### src/rtl/vc_flit_sink.sv
// Per-VC flit sink: occupancy tracking, round-robin drain and credit return.
// Optional statistics counters are built when VC_FLIT_SINK_STATS_EN is defined.
module vc_flit_sink #(
  parameter int num_vcs = 4,
  parameter int buffer_size = 8,
  parameter int consume_period = 2,
  parameter int count_width = 32,
  localparam int vc_idx_width = (num_vcs > 1) ? $clog2(num_vcs) : 1,
  localparam int occ_width = $clog2(buffer_size + 1)
) (
  input  logic                    clk,
  input  logic                    reset,
  input  logic                    flit_valid,
  input  logic                    flit_head,
  input  logic                    flit_tail,
  input  logic [vc_idx_width-1:0] flit_vc,
  input  logic                    stall,
  output logic                    cred_valid,
  output logic [vc_idx_width-1:0] cred_vc,
  output logic                    error,
  output logic [count_width-1:0]  flit_count,
  output logic [count_width-1:0]  packet_count
);

  typedef enum logic {IDLE, BUSY} pkt_state_t;

  localparam logic [7:0] period_last = 8'(consume_period - 1);
  localparam logic [occ_width-1:0] occ_full = occ_width'(buffer_size);

  logic [occ_width-1:0]    occ [num_vcs];
  pkt_state_t              state [num_vcs];
  logic [7:0]              period_cnt;
  logic [vc_idx_width-1:0] last_vc;
  logic [vc_idx_width-1:0] sel_vc;
  logic                    found;
  logic                    opp;
  logic                    drain;
  logic                    overflow;
  logic                    accept;
  logic                    proto_err;

  assign opp = !stall && (period_cnt == period_last);

  // Search starts one past the last-served VC; only registered occupancy counts.
  always_comb begin
    int idx;
    idx = 0;
    found = 1'b0;
    sel_vc = last_vc;
    for (int i = 1; i <= num_vcs; i++) begin
      idx = int'(last_vc) + i;
      if (idx >= num_vcs) idx = idx - num_vcs;
      if (!found && occ[vc_idx_width'(idx)] != '0) begin
        found = 1'b1;
        sel_vc = vc_idx_width'(idx);
      end
    end
  end

  assign drain = opp && found;
  assign overflow = flit_valid && (occ[flit_vc] == occ_full) &&
                    !(drain && sel_vc == flit_vc);
  assign accept = flit_valid && !overflow;
  assign proto_err = flit_valid &&
                     ((state[flit_vc] == BUSY && flit_head) ||
                      (state[flit_vc] == IDLE && !flit_head));

  always_ff @(posedge clk or posedge reset) begin
    if (reset) begin
      for (int v = 0; v < num_vcs; v++) begin
        occ[v] <= '0;
        state[v] <= IDLE;
      end
      period_cnt <= '0;
      last_vc <= vc_idx_width'(num_vcs - 1);
      cred_valid <= 1'b0;
      cred_vc <= '0;
      error <= 1'b0;
    end else begin
      if (!stall)
        period_cnt <= (period_cnt == period_last) ? 8'd0 : period_cnt + 8'd1;
      for (int v = 0; v < num_vcs; v++) begin
        if (accept && flit_vc == vc_idx_width'(v) &&
            !(drain && sel_vc == vc_idx_width'(v)))
          occ[v] <= occ[v] + 1'b1;
        else if (drain && sel_vc == vc_idx_width'(v) &&
                 !(accept && flit_vc == vc_idx_width'(v)))
          occ[v] <= occ[v] - 1'b1;
      end
      if (flit_valid)
        state[flit_vc] <= flit_tail ? IDLE : BUSY;
      cred_valid <= drain;
      if (drain) begin
        cred_vc <= sel_vc;
        last_vc <= sel_vc;
      end
      if (overflow || proto_err)
        error <= 1'b1;
    end
  end

`ifdef VC_FLIT_SINK_STATS_EN
  logic [count_width-1:0] flit_cnt;
  logic [count_width-1:0] pkt_cnt;

  always_ff @(posedge clk or posedge reset) begin
    if (reset) begin
      flit_cnt <= '0;
      pkt_cnt <= '0;
    end else begin
      if (accept && !(&flit_cnt))
        flit_cnt <= flit_cnt + 1'b1;
      if (accept && flit_tail && !(&pkt_cnt))
        pkt_cnt <= pkt_cnt + 1'b1;
    end
  end

  assign flit_count = flit_cnt;
  assign packet_count = pkt_cnt;
`else
  assign flit_count = '0;
  assign packet_count = '0;
`endif

endmodule

### config.mk
export PLATFORM = sky130hd
export DESIGN_NAME = vc_flit_sink
export DESIGN_NICKNAME = d
export VERILOG_FILES = /design/src/rtl/vc_flit_sink.sv
export SDC_FILE = /design/constraint.sdc
export NUM_CORES = 1
export LEC_CHECK = 0
export BUFFER_PORTS_ARGS = -buffer_cell sky130_fd_sc_hd__buf_2
export CAP_MARGIN = 20
export CORE_AREA = 2 2 135 71
export CTS_BUF_LIST = sky130_fd_sc_hd__clkbuf_4 sky130_fd_sc_hd__clkbuf_8
export DETAILED_ROUTE_END_ITERATION = 8
export DIE_AREA = 0 0 137 73
export GPL_TIMING_DRIVEN = 0
export SKIP_LAST_GASP = 1
export SYNTH_ARGS = -nofsm -noshare
export SYNTH_HDL_FRONTEND = slang
export SYNTH_SLANG_ARGS = --single-unit
### constraint.sdc
create_clock -name clk -period 3.15 [get_ports clk]
set_input_delay 0.315 -clock clk [delete_from_list [all_inputs] [get_ports clk]]
set_output_delay 0.315 -clock clk [all_outputs]
set_load 0.05 [all_outputs]
==> metrics.txt <==
status finished with violations; failing checks setup timing; largest net degree at the start of global routing 24; Area growth, synth to finish 38.3%; Clock Tree Buf Depth 2; part of the power in registers 0.295; nets 398; Gate power share 0.566; biggest area consumer among synthesized cells dfrtp_1; PortBufs 10; multi-input logic area between 0.0015 and 0.002 sq mm; Tcrit/Tclk final 1.04; vias after detailed routing 1929; Crit. End Element flop; Yosys reg bits 34; TritonCTS clock tree built; critical path fanouts, max 6; synth warn 0; register area 861 sq um; pins over their slew limit 0; switching share of total power 0.433; Clk pwr share 0.140; Cell Area, Synth 0.00259 sq mm; Worst-Margin Slew 0.591 ns; crit path launch type flop; Peak Freq 0.305 GHz; Routed Antenna Nets 0; P_leak 1.75 nW; CTS H-tree lvls 2; ranking of synthesized cells by area dfrtp_1 31%, buf_4 19%, ha_1 6.8%, xnor2_1 6.1%, fa_1 3.1%; clock root buffer clkbuf_8; ys async rst share 1.00; CTS buffer count 5; routability congestion estimate 0.748; Post-Syn Area per Cell slightly below 10 sq um; 1st-pass router iterations 4; initial core utilization 0.287; Reg2Reg Depth 14; clock latency on the worst-skew pair 0.30 ns; final setup fails 6; number of DRC markers in iteration 0 79; Power Dens Cells 808 mW/mm^2; WP data arrival between 3 and 4 ns; Distinct cells, synth roughly 50; GRT overflow 0; Layout Utilization 0.397; die area 0.0100 sq mm; P_sw 1.25 mW; CTS Hold Bufs 0; first-pass GRT wire length 8510 um; commonest cells after routing, fill and taps aside 92 x buf_4, 64 x conb_1, 26 x dfrtp_1; crit-path max cell delay 0.61 ns; placed wire-length estimate 4000 um; VDD IR-drop max 316 uV; commonest non-fill, non-tap cell in the layout buf_4; worst slack at placement -0.460 ns; initial antenna violation count 1; sequential-to-total area share from yosys stat 0.330; RSZ-0062 raised after global routing yes; worst setup margin -0.129 ns; die height 73 um; Min Hold Slack 0.0697 ns; clk sinks 34; EDFF count, synth 0; core box area 0.00901 sq mm; via/cell ratio 3.90; layout cells sized above 1 0.434; worst-path cell chain or4_4 -> a221oi_4 -> o21a_2 -> buf_6 -> o2111ai_4 -> a21boi_2 -> ha_2 -> inv_2 -> ha_4 -> a21o_1 -> a21oi_2 -> xnor2_1 -> nor2_1 -> xor2_1; post-route clock skew 0.00572 ns; Critical Path RT 3.34 ns; Mapped Cells 263; ys flop type dfrtp_1; DRC viols 0; fin crit period 3.28 ns; min-delay worst type in -> async; area share of the leading cell type in the synthesized netlist 0.309; Horiz. Die Dim approximately 140 um; Final Hold Viols 0; internal power 1.64 mW; # fillers 897; IO Count 76; Clock transition at path regs 0.07 ns; WL per Instance between 10 and 15 um; ant diodes 0; wirelength, routed 5440 um; GRT Resource Usage Total 0.112; Setup CP Type reg -> reg; row count 25; max-cap check violation count 0; Worst slew margin 0.606; slowest CP cell or4_4; vias in the first global route about 1700
cell families (layout without fill, tap and decap cells):
| group | Yosys count | count (layout) | synth area share |
|---|---|---|---|
| compound gates | 37 | 37 | 0.105 |
| xor+xnor | 27 | 27 | 0.0914 |
| fa+ha+maj | 18 | 18 | 0.0986 |
| buf+inv | 77 | 124 | 0.213 |
| flops | 34 | 34 | 0.330 |
| mux | 8 | 8 | 0.0334 |
| other cells | 1 | 64 | 0.00145 |
| simple gates | 61 | 61 | 0.127 |
power groups by stage:
| stage | logic (mW) | clock network [mW] | registers, mW |
|---|---|---|---|
| floorplan | 0.947 | 0 | 0.856 |
| global placement | 1.13 | 0 | 0.849 |
| detailed placement | 1.18 | 0 | 0.859 |
| CTS | 1.53 | 0.413 | 0.840 |
| global route | 1.78 | 0.436 | 0.884 |
| finish | 1.64 | 0.404 | 0.852 |
critical path, delay by kind of cell (launching register included):
family	cells	cell delay [ns]
adder cells (fa/ha/maj)	2	0.43
buffers and inverters	2	0.18
flip-flops	1	0.43
AND/OR/NAND/NOR	2	0.69
AO/OA/AOI/OAI	6	1.15
XOR/XNOR	2	0.29
cell type report:
class	instances	share of cell area
tap	121	0.0423
clock buffer	5	0.0192
timing repair buffer	39	0.0804
multi-input combinational	215	0.452
clock inverter	3	0.0112
sequential	34	0.240
inverter	10	0.0112
buffer	67	0.144
cells in the mapped netlist (5+ instances only):
| cell | n |
|---|---|
| o21ai_0 | 7 |
| xor2_1 | 9 |
| nor2_1 | 18 |
| dfrtp_1 | 32 |
| ha_1 | 14 |
| xnor2_1 | 18 |
| mux2_2 | 5 |
| inv_1 | 9 |
| nand2_1 | 14 |
| a21oi_1 | 7 |
| buf_4 | 64 |
| a21o_1 | 6 |
worst paths after layout:
check	startpoint	to	slack (ns)
max	occ[9]	occ[15]	-0.13
min	reset	occ[3]	0.07
max reg2reg	occ[9]	occ[15]	-0.13
min reg2reg	period_cnt[7]	period_cnt[7]	0.48
max in group asynchronous	reset	last_vc[1]	2.48
min in group clk	flit_tail	state[3]	0.24
stage by stage:
stage               setup TNS, ns  cell area, sq um  std cells  power, mW
global placement            -1.15              3030        457       1.98
global route                -1.29              3580        494       3.10
finish                     -0.302              3580        494       2.89
detailed placement          -2.08              3050        458       2.04
floorplan                       0              2820        326       1.80
CTS                       -0.0322              3440        485       2.78
registers in the layout (all words and copies together) (netlist names):
signal      count
state           4
cred_valid      1
cred_vc         2
error           1
occ            16
last_vc         2
period_cnt      8
metal layers:
layer  part of all wire  GRT usage
met1               0.49      0.161
met2               0.42      0.149
met3              0.061     0.0431
met4              0.018     0.0412
met5             0.0022          0
what timing repair did:
item,in CTS,in global routing
gates resized for setup,34,8
pin swaps,15,30
endpoints found under the setup margin,10,4
setup buffers,19,9
Note: power is estimated with default switching activity, not from simulation.
